[config.mk]
export PLATFORM = sky130hd
export DESIGN_NAME = fifo_rr_arbiter
export DESIGN_NICKNAME = d
export VERILOG_FILES = /design/src/rtl/fifo_rr_arbiter.sv
export SDC_FILE = /design/constraint.sdc
export NUM_CORES = 1
export LEC_CHECK = 0
export ABC_AREA = 1
export BUFFER_PORTS_ARGS = -buffer_cell sky130_fd_sc_hd__buf_2
export CAP_MARGIN = 20
export CORE_MARGIN = 8
export CORE_UTILIZATION = 35
export CTS_BUF_LIST = sky130_fd_sc_hd__clkbuf_8
export DETAILED_ROUTE_END_ITERATION = 8
export PLACE_DENSITY = 0.67
export SYNTH_ARGS = -nofsm -noshare
export SYNTH_HDL_FRONTEND = slang
export SYNTH_SLANG_ARGS = --single-unit
[constraint.sdc]
create_clock -name clk -period 2.7 [get_ports clk]
set_clock_uncertainty 0.2 [all_clocks]
set_input_delay 0.54 -clock clk [delete_from_list [all_inputs] [get_ports clk]]
set_output_delay 0.54 -clock clk [all_outputs]
set_load 0.005 [all_outputs]
[src/rtl/fifo_rr_arbiter.sv]
// Round-robin merger: NCH ap_fifo read ports onto one ap_fifo write port,
// holding each grant for up to BURST tokens and tagging every token with its source.
module fifo_rr_arbiter #(
  parameter int NCH   = 4,
  parameter int WIDTH = 8,
  parameter int BURST = 4
) (
  input  logic                     clk,
  input  logic                     rst,
  input  logic                     enable,
  input  logic [NCH-1:0]           in_empty_n,
  input  logic [NCH*WIDTH-1:0]     in_dout,
  output logic [NCH-1:0]           in_read,
  input  logic                     out_full_n,
  output logic [WIDTH-1:0]         out_din,
  output logic [$clog2(NCH)-1:0]   out_tag,
  output logic                     out_write,
  output logic                     busy
);

  localparam int TW = $clog2(NCH);
  localparam int CW = $clog2(BURST) + 1;

  typedef enum logic {
    IDLE  = 1'b0,
    GRANT = 1'b1
  } state_t;

  state_t          state;
  logic [TW-1:0]   grant;
  logic [TW-1:0]   ptr;
  logic [TW-1:0]   sel;
  logic [CW-1:0]   cnt;
  logic            g_avail;
  logic            xfer;
  logic            last;

  // First requesting channel after ptr; descending scan so the nearest one wins.
  always_comb begin
    sel = ptr;
    for (int k = NCH; k >= 1; k--) begin
      if (in_empty_n[(int'(ptr) + k) % NCH]) sel = TW'((int'(ptr) + k) % NCH);
    end
  end

  // Handshake: a token moves only in a cycle where in_read[g] and out_write are
  // both high; that happens exactly when the granted source is not empty, the
  // sink is not full and enable is set. Nothing is buffered inside.
  assign g_avail = in_empty_n[grant];
  assign xfer    = (state == GRANT) && enable && g_avail && out_full_n;
  assign last    = (cnt == CW'(BURST - 1));

  always_ff @(posedge clk or posedge rst) begin
    if (rst) begin
      state <= IDLE;
      grant <= '0;
      ptr   <= TW'(NCH - 1);
      cnt   <= '0;
    end else begin
      case (state)
        IDLE: begin
          if (enable && (|in_empty_n)) begin
            grant <= sel;
            cnt   <= '0;
            state <= GRANT;
          end
        end
        GRANT: begin
          if (xfer) begin
            if (last) begin
              state <= IDLE;
              ptr   <= grant;
              cnt   <= '0;
            end else begin
              cnt <= cnt + CW'(1);
            end
          end else if (enable && !g_avail) begin
            state <= IDLE;
            ptr   <= grant;
            cnt   <= '0;
          end
        end
        default: state <= IDLE;
      endcase
    end
  end

  // Strobes are combinational from registered state and register-derived FIFO flags,
  // so no loop forms through fifo_gen.
  always_comb begin
    busy       = (state == GRANT);
    out_write  = xfer;
    in_read    = '0;
    in_read[grant] = xfer;
    out_tag    = busy ? grant : '0;
    out_din    = busy ? in_dout[int'(grant)*WIDTH +: WIDTH] : '0;
  end

endmodule

After elaboration in Yosys (flattened, before gate mapping)
Cells that the tools add are included.
- memories: 0
- register bits: 8
- RAM bits: 0
- latch bits: 0
- bits of input ports: 40
- memory bits (read-only): 0
- output and inout port bits: 16
- div/mod/pow operators: 0
- $add $sub $neg: 5
- bitwise gates (word level): 6
- mux-type cells: 35
- reduce and logical (&&, ||, !) cells: 16
- magnitude comparators: 6
- shifts and indexed selects: 1
- eq/ne operators: 4
- multipliers: 0
- operator list (cell ; count):
    $shiftx 32x6->8 ; 1
    $lt 3x4->1 const B ; 4
    $mux 2 ; 8
    $mux 1 ; 14
    $mux 3 ; 4
    $bmux 1 s2 ; 5
    $mux 8 ; 1
    $reduce_or 2->1 ; 4
    $logic_and 1x1->1 ; 6
    $pmux 3 s2 ; 1
    $add 2x1->2 const B ; 2
    $add 2x2->2 const B ; 2
    $and 1x1->1 const A ; 4
    $and 4x4->4 ; 1
    $reduce_and 2->1 ; 2
    $reduce_or 4->1 ; 1
    $add 3x1->3 const B ; 1
    $eq 3x2->1 const B ; 1
    $lt 2x3->1 const B ; 1
    $ne 3x2->1 const B ; 1
    $reduce_and 3->1 ; 1
    $demux 1 s2 ; 1
    $ge 2x1->1 const B ; 1
    $ne 2x1->1 const B ; 1
    5 further kinds ; 5

Logic depth before layout (Yosys ltp)
Gate-level depths: netlist (run 1).
- word-level depth: 10
- gate-level depth with buffers: 11

Worst setup path after synthesis (run 1)
OpenSTA, ideal clock, no wires.
- path type: input to output
- start point: input port in_empty_n[2]
- end point: output port in_read[0]
- data required time: 1.960 ns
- arrival: 1.084 ns
- stages: 6
- slack: 0.876 ns
- buffers on the path: 0
- cells stage by stage: inv_1 > o21ai_2 > nand2_1 > nand2_2 > nand2_2 > nor3_1
- word-level cells in the longest chain between the ends: 5
- RTL lines (item ; line ; text):
    from (decl) ; 11 ; input logic [NCH-1:0] in_empty_n,
    $bmux 1 s2 ; 49 ; assign g_avail = in_empty_n[grant];
    $mux 1 (not written as such) ; 49 ;
    $logic_and 1x1->1 (2 in a row) ; 50 ; assign xfer = (state == GRANT) && enable && g_avail && out_full_n;
    $and 4x4->4 (no source line) ; n/a ;
    to (decl) ; 13 ; output logic [NCH-1:0] in_read,
No other way between the ends. The select of a mux whose other input is x is not followed.

Worst setup path in the final report (run 1)
- start point: register grant[0]
- end point: output port in_read[3]
- word-level cells in the longest chain between the ends: 5
- elaborated cells on any way between the ends: 10
- those cells by class: order compare (2); mux (4); bitwise (1); reduce/logical (3)
- RTL lines (item ; line ; text):
    from (decl) ; 30 ; logic [TW-1:0] grant;
    from (signal assigned) ; 63 ; grant <= sel;
    $lt 2x3->1 (not written as such) (tied with other cells) ; 94 ; in_read[grant] = xfer;
    $logic_and 1x1->1 (not written as such) or $mux 1 (tied branches) ; 94, 49 ;
    $mux 1 (not written as such) or $logic_and 1x1->1 (tied branches) ; 94, 50 ;
    $demux 1 s2 or $logic_and 1x1->1 (tied branches) ; 94, 50 ;
    $and 4x4->4 (no source line) (*) ; n/a ;
Every way passes the cells marked *; elsewhere a longest branch is shown, timed or not. The select of a mux whose other input is x is not followed.

==> results of run 1 <==
[layout make-up]
class | count | area (sq um)
well taps | 30 | 37.5
clock inverters | 1 | 3.75
fillers | 256 | 1240
clock buffers | 3 | 41.3
inverters | 19 | 73.8
flip-flops and latches | 8 | 203
repair buffers | 57 | 290
multi-input cells | 121 | 591
[kinds of logic after synthesis]
logic type               synth area share
buffers and inverters               0.134
flip-flops                          0.221
AO/OA/AOI/OAI                       0.102
AND/OR/NAND/NOR                     0.529
adder cells (fa/ha/maj)            0.0137
[synthesized netlist by cell type]
| master | count | area share |
|---|---|---|
| a21oi_1 | 1 | 0.0055 |
| a41oi_1 | 8 | 0.077 |
| buf_2 | 6 | 0.033 |
| buf_4 | 1 | 0.0082 |
| buf_6 | 1 | 0.012 |
| dfrtp_1 | 6 | 0.16 |
| dfstp_2 | 2 | 0.057 |
| ha_1 | 1 | 0.014 |
| inv_1 | 14 | 0.057 |
| inv_2 | 4 | 0.016 |
| inv_4 | 1 | 0.0068 |
| nand2_1 | 52 | 0.21 |
| nand2_2 | 2 | 0.014 |
| nand3_1 | 46 | 0.25 |
| nand3_2 | 1 | 0.011 |
| nand4_1 | 1 | 0.0068 |
| nor2_1 | 1 | 0.0041 |
| nor3_1 | 4 | 0.022 |
| o21ai_1 | 2 | 0.011 |
| o21ai_2 | 1 | 0.0096 |
| or2_0 | 1 | 0.0068 |
[worst paths after layout]
path	start	endpoint	slack, ns	cells past startpoint
max	grant[0]$_DFFE_PP0P_	in_read[3]	0.29	7
min	rst	busy$_DFF_PP0_	0.05	2
min reg2reg	ptr[1]$_DFFE_PP1P_	ptr[1]$_DFFE_PP1P_	0.30	2
max in group asynchronous	rst	ptr[1]$_DFFE_PP1P_	1.96	2
max reg2reg	grant[0]$_DFFE_PP0P_	cnt[0]$_DFFE_PP0P_	1.02	7
min in group clk	ptr[1]$_DFFE_PP1P_	ptr[1]$_DFFE_PP1P_	0.30	2
[through the flow]
stage               hold slack [ns]  utilization
detailed placement            0.298        0.482
CTS                          0.0539        0.501
floorplan                     0.154            -
finish                       0.0484        0.501
global placement              0.288        0.482
global route                 0.0742        0.501
[metal layers]
metal | GRT usage | vias up | share of wire
met2 | 0.226 | 54 | 0.45
li1 | - | 630 | -
met5 | 0 | - | 0
met4 | 0.0444 | 0 | 0.0088
met1 | 0.169 | 571 | 0.43
met3 | 0.0315 | 6 | 0.11
[sequential cells by signal, indices dropped and copies added, names as in the netlist]
signal,count
busy,1
cnt,3
grant,2
ptr,2
[critical path: stages, from the launching register on]
cell,delay (ns)
dfrtp_1,0.66
nand2_1,0.12
o21ai_2,0.08
nand2_1,0.09
nand2_2,0.10
nand2_2,0.10
nor3_1,0.15
buf_2,0.14
[cell usage in the layout, fill, tap and decap left out, drive strengths merged]
master  instances
a21oi           1
a41oi           8
buf            57
clkbuf          3
dfrtp           6
dfstp           2
ha              1
inv            20
nand2          54
nand3          47
nand4           1
nor2            1
nor3            4
o21ai           3
or2             1
[power groups by stage]
stage	registers, mW	logic, mW	clock network, mW
final	0.263	0.748	0.147
after global routing	0.275	0.844	0.159
after CTS	0.262	0.751	0.153
after detailed placement	0.263	0.748	0
after global placement	0.261	0.719	0
after floorplan	0.208	0.589	0
==> flow_metrics.py, run 1 <==
metrics = {
    "run_status": {
        "outcome": "complete, no violations",
    },
    "global_route": {
        "grt_overflow": 0,
        "grt_pass1_vias": 1151,
        "grt_max_degree": 22,
        "grt_pass1_wl_um": 4970,
        "antenna_found_initial": 0,
        "grt_use_total": 0.136,
    },
    "clocking": {
        "cts-root-buf": "clkbuf_8",
        "cts-resized-gates": 0,
        "clkSlewWorstSetupHoldPaths_ns": 0.04,
        "clock_latency_ns": 0.23,
        "cts_max_path_buffers": 2,
        "cts_hold_buffers": 0,
        "numCtsBuffers": 3,
        "cts_tree": "built",
        "h-tree-depth": 1,
        "postCtsSetupBuffers": 0,
        "numClockSinks": 8,
    },
    "placement": {
        "place.gp.congestion": 0.893,
        "dp.cells": 235,
        "dp_worst_setup_slack_ns": 0.543,
        "dp_hpwl_um": 2540,
        "numPortBuffers": 55,
        "post_dp_cell_area_sq_mm": 0.00119,
    },
    "critical_path": {
        "cp_max_fo": 16,
        "cp-start-kind": "flip-flop",
        "arrival_ns": 1.67,
        "setup.worst_path.class": "flip-flop to output pin",
        "worstPathRequired_ns": 1.96,
        "critical_path.endpoint_type": "output pin",
    },
    "detailed_routing": {
        "drc": 0,
        "ant_nets": 0,
        "drt-initial-drc-count": 87,
        "num_vias": 1261,
        "wire_per_inst_um": 13.3,
        "drt_first_pass_iters": 4,
        "via_per_inst": 5.28,
        "wl_um": 3190,
    },
    "synth": {
        "synth_warnings": 0,
        "synth_fp_nets": 197,
        "seq_area_frac_synth": 0.221,
        "synth.distinct_cells": 21,
        "synth_area_per_cell_sq_um": 5.87,
        "syn_area_sq_um": 916,
        "ys_ff_latch": 8,
        "synthCells": 156,
    },
    "floorplanning": {
        "num_rows": 18,
        "die_h_um": 67.2,
        "die-area_sq_mm": 0.00451,
        "start_util": 0.370,
        "fp.coreArea_sq_mm": 0.00248,
        "die_w_um": 67.2,
        "ios": 56,
    },
    "power": {
        "power.density_mw_per_mm2": 934,
        "clkPwrFrac": 0.127,
        "p_total_mw": 1.16,
        "switching_share": 0.523,
        "seqPwrFrac": 0.227,
        "ir_worst_vdd_v": 0.000541,
        "internal_power_mw": 0.553,
        "combPwrFrac": 0.646,
        "leakagePower_nw": 0.723,
        "switchingPower_mw": 0.605,
    },
    "finish": {
        "finalNonFillerCells": 239,
        "syn2layout_area_growth_pct": 35.4,
        "final_area_sq_mm": 0.00124,
        "drive_gt1_frac": 0.340,
        "antenna_cells": 0,
        "nets": 251,
    },
    "timing": {
        "tightest_slew_ns": 0.515,
        "fin_ws_ns": 0.290,
        "setup_viol": 0,
        "tns_ns": 0,
        "finalMaxSlewViolations": 0,
        "max-slew-margin-rel": 0.657,
        "max_freq_ghz": 0.415,
        "rsz0062_at_grt": "false",
        "min_period_ns": 2.41,
        "period_share": 0.893,
        "hold_viol": 0,
    },
    "hold_path": {
        "hp-class": "input port to asynchronous set/reset pin",
    },
    "run": {
        "cap_violations": 0,
    },
}
Note: power is estimated with default switching activity, not from simulation.
==> inputs of run 2 (changes only) <==
- MAX_ROUTING_LAYER: unset -> met4
==> run 2 against run 1 <==
- cell area is the same
- via count shrank 0.32%
- clock power is essentially flat
- worst hold slack lost 0.0030 ns
- combinational power is essentially flat
- fmax is essentially flat
- count of clock-buffer cells in the layout is the same
- register-to-register slack is essentially flat
==> flow_metrics.py, run 2 (synthesis gave the netlist of run 1 again) <==
metrics = {
    "run_status": {
        "outcome": "complete, no violations",
    },
    "clocking": {
        "cts_tree": "built",
        "cts_max_path_buffers": 2,
        "numCtsBuffers": 3,
        "cts-resized-gates": 0,
        "clock_latency_ns": 0.23,
        "cts-root-buf": "clkbuf_8",
        "clkSlewWorstSetupHoldPaths_ns": 0.04,
        "numClockSinks": 8,
        "cts_hold_buffers": 0,
        "h-tree-depth": 1,
        "postCtsSetupBuffers": 0,
    },
    "floorplanning": {
        "die_w_um": 67.2,
        "ios": 56,
        "die_h_um": 67.2,
        "die-area_sq_mm": 0.00451,
        "fp.coreArea_sq_mm": 0.00248,
        "start_util": 0.370,
        "num_rows": 18,
    },
    "global_route": {
        "grt_overflow": 0,
        "grt_pass1_wl_um": 4970,
        "antenna_found_initial": 0,
        "grt_pass1_vias": 1152,
        "grt_use_total": 0.140,
        "grt_max_degree": 22,
    },
    "finish": {
        "nets": 251,
        "regMostFlops": "cnt",
        "syn2layout_area_growth_pct": 35.4,
        "largestRegisters": "cnt: 3 flops, grant: 2 flops, ptr: 2 flops",
        "final_cell_mix": "55 x buf_2, 52 x nand2_1, 46 x nand3_1",
        "layout_commonest_cell": "buf_2",
        "post-route-util": 0.501,
        "antenna_cells": 0,
        "largest_reg_flops": 3,
        "drive_gt1_frac": 0.340,
    },
    "critical_path": {
        "setup.worst_path.class": "flip-flop to output pin",
        "r2r_setup_slack_ns": 1.02,
        "timing.rr.start": "grant[0]$_DFFE_PP0P_",
        "cp-start-kind": "flip-flop",
        "reg2regPathDepth": 7,
        "worst_r2r_endpoint": "cnt[0]$_DFFE_PP0P_",
        "critical_path.endpoint_type": "output pin",
        "cp_max_fo": 16,
        "arrival_ns": 1.67,
        "worstPathRequired_ns": 1.96,
    },
    "timing": {
        "min_period_ns": 2.41,
        "rsz0062_at_grt": "false",
        "tightest_slew_ns": 0.516,
        "max_freq_ghz": 0.415,
        "setup_viol": 0,
        "finalMaxSlewViolations": 0,
        "hold_viol": 0,
        "tns_ns": 0,
        "period_share": 0.893,
        "max-slew-margin-rel": 0.656,
    },
    "power": {
        "leakagePower_nw": 0.723,
        "power.density_mw_per_mm2": 931,
        "ir_worst_vdd_v": 0.000540,
    },
    "detailed_routing": {
        "wl_met1_um": 1340,
        "drt_first_pass_iters": 4,
        "via_per_inst": 5.26,
        "wl_met2_um": 1440,
        "highest_layer": "met4",
        "drt-initial-drc-count": 84,
        "drc": 0,
        "routed-wl-met3_um": 371,
        "ant_nets": 0,
        "num_vias": 1257,
        "wl_um": 3180,
        "wire_per_inst_um": 13.3,
    },
    "placement": {
        "numPortBuffers": 55,
        "dp_hpwl_um": 2540,
        "place.gp.congestion": 0.908,
    },
    "hold_path": {
        "hp-class": "input port to asynchronous set/reset pin",
    },
    "run": {
        "cap_violations": 0,
    },
}
## run 2: cell counts in the layout (fill, tap and decap cells not counted)
No cell type changed its count.
## run 2: metrics by stage
| step | power [mW] | instance area, sq um | hold slack (ns) | instances | setup slack [ns] |
|---|---|---|---|---|---|
| 6_report | 1.15 | 1240 | 0.0454 | 239 | 0.289 |
| 5_1_grt | 1.28 | 1240 | 0.0742 | 239 | 0.0869 |
| 4_1_cts | 1.17 | 1240 | 0.0539 | 239 | 0.290 |
| 3_5_place_dp | 1.01 | 1190 | 0.298 | 235 | 0.543 |
| 3_3_place_gp | 0.980 | 1190 | 0.288 | 235 | 0.577 |
| 2_1_floorplan | 0.797 | 916 | 0.154 | 156 | 0.876 |
## run 2: worst max path at each step
stage	from	endpoint
6_report	grant[0]$_DFFE_PP0P_	in_read[3]
5_1_grt	grant[0]$_DFFE_PP0P_	in_read[2]
4_1_cts	grant[0]$_DFFE_PP0P_	in_read[0]
3_5_place_dp	grant[0]$_DFFE_PP0P_	in_read[0]
3_3_place_gp	grant[0]$_DFFE_PP0P_	in_read[1]
2_1_floorplan	in_empty_n[2]	in_read[0]
## run 2: critical path: stages (launching register included)
cell	delay, ns
dfrtp_1	0.66
nand2_1	0.12
o21ai_2	0.08
nand2_1	0.10
nand2_2	0.10
nand2_2	0.10
nor3_1	0.15
buf_2	0.14
## run 2: cell type report
class	count	area (sq um)
inverter	19	73.8
multi-input combinational	121	591
sequential	8	203
tap	30	37.5
clock inverter	1	3.75
clock buffer	3	41.3
timing repair buffer	57	290
fill	256	1240
## run 2: routing by layer
metal | global-route usage | up-vias
li1 | - | 630
met1 | 0.169 | 564
met2 | 0.226 | 57
met3 | 0.0315 | 6
met4 | 0.0444 | 0
met5 | - | -
## run 2: power by group
part / switching [mW] / internal (mW) / total, mW
clock: 0.0484 / 0.0985 / 0.147
sequential: 0.0888 / 0.173 / 0.262
combinational: 0.465 / 0.281 / 0.746
total: 0.602 / 0.553 / 1.15
==> inputs of run 3 (changes only) <==
- PLACE_DENSITY: 0.67 -> unset
- PLACE_DENSITY_LB_ADDON: unset -> 0.05
- SKIP_LAST_GASP: unset -> 1
==> run 3 against run 2 <==
- register-to-register slack worse by 0.02 ns
- clock power up 5%
- global-route usage shrank 1.0 points
- via count fell by 3.4%
- wire length is 1.6% lower
- combinational power is 2% lower
- utilization stayed put
- power shrank 0.30%
- sequential cell count unchanged
- first-iteration DRC count is 36% higher
- critical path depth unchanged
- non-clock buffer count did not move
- critical path type unchanged
- critical endpoint is now in_read[1]
==> flow_metrics.py, run 3 (synthesis gave the netlist of run 1 again) <==
metrics = {
    "placement": {
        "numPortBuffers": 55,
        "dp_hpwl_um": 2480,
        "dp.cells": 235,
        "dp_worst_setup_slack_ns": 0.510,
        "place.gp.congestion": 0.852,
    },
    "detailed_routing": {
        "wl_um": 3120,
        "drc": 0,
        "num_vias": 1214,
        "drt-initial-drc-count": 114,
        "ant_nets": 0,
        "via_per_inst": 5.08,
        "wire_per_inst_um": 13.1,
        "drt_first_pass_iters": 4,
    },
    "finish": {
        "syn2layout_area_growth_pct": 35.4,
        "regMostFlops": "cnt",
        "layout_commonest_cell": "buf_2",
        "post-route-util": 0.501,
        "finalNonFillerCells": 239,
        "nets": 251,
        "antenna_cells": 0,
        "largestRegisters": "cnt: 3 flops, grant: 2 flops, ptr: 2 flops",
        "drive_gt1_frac": 0.340,
        "largest_reg_flops": 3,
        "final_cell_mix": "55 x buf_2, 52 x nand2_1, 46 x nand3_1",
    },
    "power": {
        "leakagePower_nw": 0.723,
        "ir_worst_vdd_v": 0.000489,
        "power.density_mw_per_mm2": 928,
    },
    "critical_path": {
        "timing.rr.start": "grant[0]$_DFFE_PP0P_",
        "reg2regPathDepth": 7,
        "slowest_stage": "dfrtp_1",
        "startpoint": "grant[0]$_DFFE_PP0P_",
        "worstPathCellList": "nand2_1 > o21ai_2 > nand2_1 > nand2_2 > nand2_2 > nor3_1 > buf_2",
        "crit_family": "flip-flops",
        "setup.worst_path.class": "flip-flop to output pin",
        "critical_path.endpoint_type": "output pin",
        "path_buf_inv": 1,
        "cp-start-kind": "flip-flop",
        "worst-path-stages": 7,
        "cp_max_fo": 18,
        "worst_r2r_endpoint": "cnt[0]$_DFFE_PP0P_",
        "endpoint": "in_read[1]",
        "arrival_ns": 1.69,
        "worstPathRequired_ns": 1.96,
        "cpPeakStageDelay_ns": 0.68,
        "r2r_setup_slack_ns": 1.00,
    },
    "timing": {
        "max_freq_ghz": 0.412,
        "period_share": 0.900,
        "setup_viol": 0,
        "finalMaxSlewViolations": 0,
        "tns_ns": 0,
        "max-slew-margin-rel": 0.635,
        "holdWs_ns": 0.0413,
        "rsz0062_at_grt": "false",
        "min_period_ns": 2.43,
        "fin_ws_ns": 0.271,
        "hold_viol": 0,
        "tightest_slew_ns": 0.547,
    },
    "clocking": {
        "cts-root-buf": "clkbuf_8",
        "h-tree-depth": 1,
        "cts_max_path_buffers": 2,
        "numCtsBuffers": 3,
        "cts_tree": "built",
        "cts_hold_buffers": 0,
        "clkSlewWorstSetupHoldPaths_ns": 0.05,
        "clock_latency_ns": 0.24,
        "cts-resized-gates": 0,
        "postCtsSetupBuffers": 0,
        "numClockSinks": 8,
    },
    "floorplanning": {
        "fp.coreArea_sq_mm": 0.00248,
        "start_util": 0.370,
        "num_rows": 18,
        "ios": 56,
        "die_h_um": 67.2,
        "die-area_sq_mm": 0.00451,
        "die_w_um": 67.2,
    },
    "global_route": {
        "grt_pass1_wl_um": 4600,
        "grt_pass1_vias": 1020,
        "grt_max_degree": 22,
        "grt_use_total": 0.130,
        "grt_overflow": 0,
        "antenna_found_initial": 0,
    },
    "hold_path": {
        "hp-class": "input port to asynchronous set/reset pin",
    },
    "run_status": {
        "outcome": "complete, no violations",
    },
    "run": {
        "cap_violations": 0,
    },
}
==> run 3: cell counts in the layout (fill, tap and decap cells not counted) <==
No cell type changed its count.
==> run 3: power breakdown <==
| part | total [mW] | internal, mW | leakage [nW] | switching (mW) |
|---|---|---|---|---|
| Sequential | 0.263 | 0.173 | 0.0989 | 0.0902 |
| Combinational | 0.734 | 0.281 | 0.597 | 0.453 |
| Clock | 0.154 | 0.0991 | 0.0269 | 0.0549 |
| Total | 1.15 | 0.553 | 0.723 | 0.598 |
==> run 3: metrics by stage <==
step	instance area (sq um)	total power, mW
finish	1240	1.15
global route	1240	1.27
CTS	1240	1.16
detailed placement	1190	1.00
global placement	1190	0.986
floorplan	916	0.797
==> run 3: worst min-delay path by stage <==
stage / end / slack (ns) / cells after the start
6_report: grant[1]$_DFFE_PP0P_ / 0.04 / 2
2_1_floorplan: busy$_DFF_PP0_ / 0.15 / 1
4_1_cts: grant[1]$_DFFE_PP0P_ / 0.05 / 2
5_1_grt: grant[1]$_DFFE_PP0P_ / 0.07 / 2
3_3_place_gp: busy$_DFF_PP0_ / 0.29 / 2
3_5_place_dp: ptr[1]$_DFFE_PP1P_ / 0.29 / 2
==> run 3: final cells by class <==
cell class | count | area (sq um)
Clock buffer | 3 | 41.3
Sequential cell | 8 | 203
Timing Repair Buffer | 57 | 290
Inverter | 19 | 73.8
Multi-Input combinational cell | 121 | 591
Clock inverter | 1 | 3.75
Tap cell | 30 | 37.5
Fill cell | 260 | 1240
==> run 3: routing by layer <==
metal  vias to the layer above  GRT usage  part of all wire
met5                         -          -                 0
met4                         0     0.0392            0.0086
met3                         4     0.0298             0.085
met2                        45      0.192              0.46
met1                       533      0.171              0.45
li1                        632          -                 -
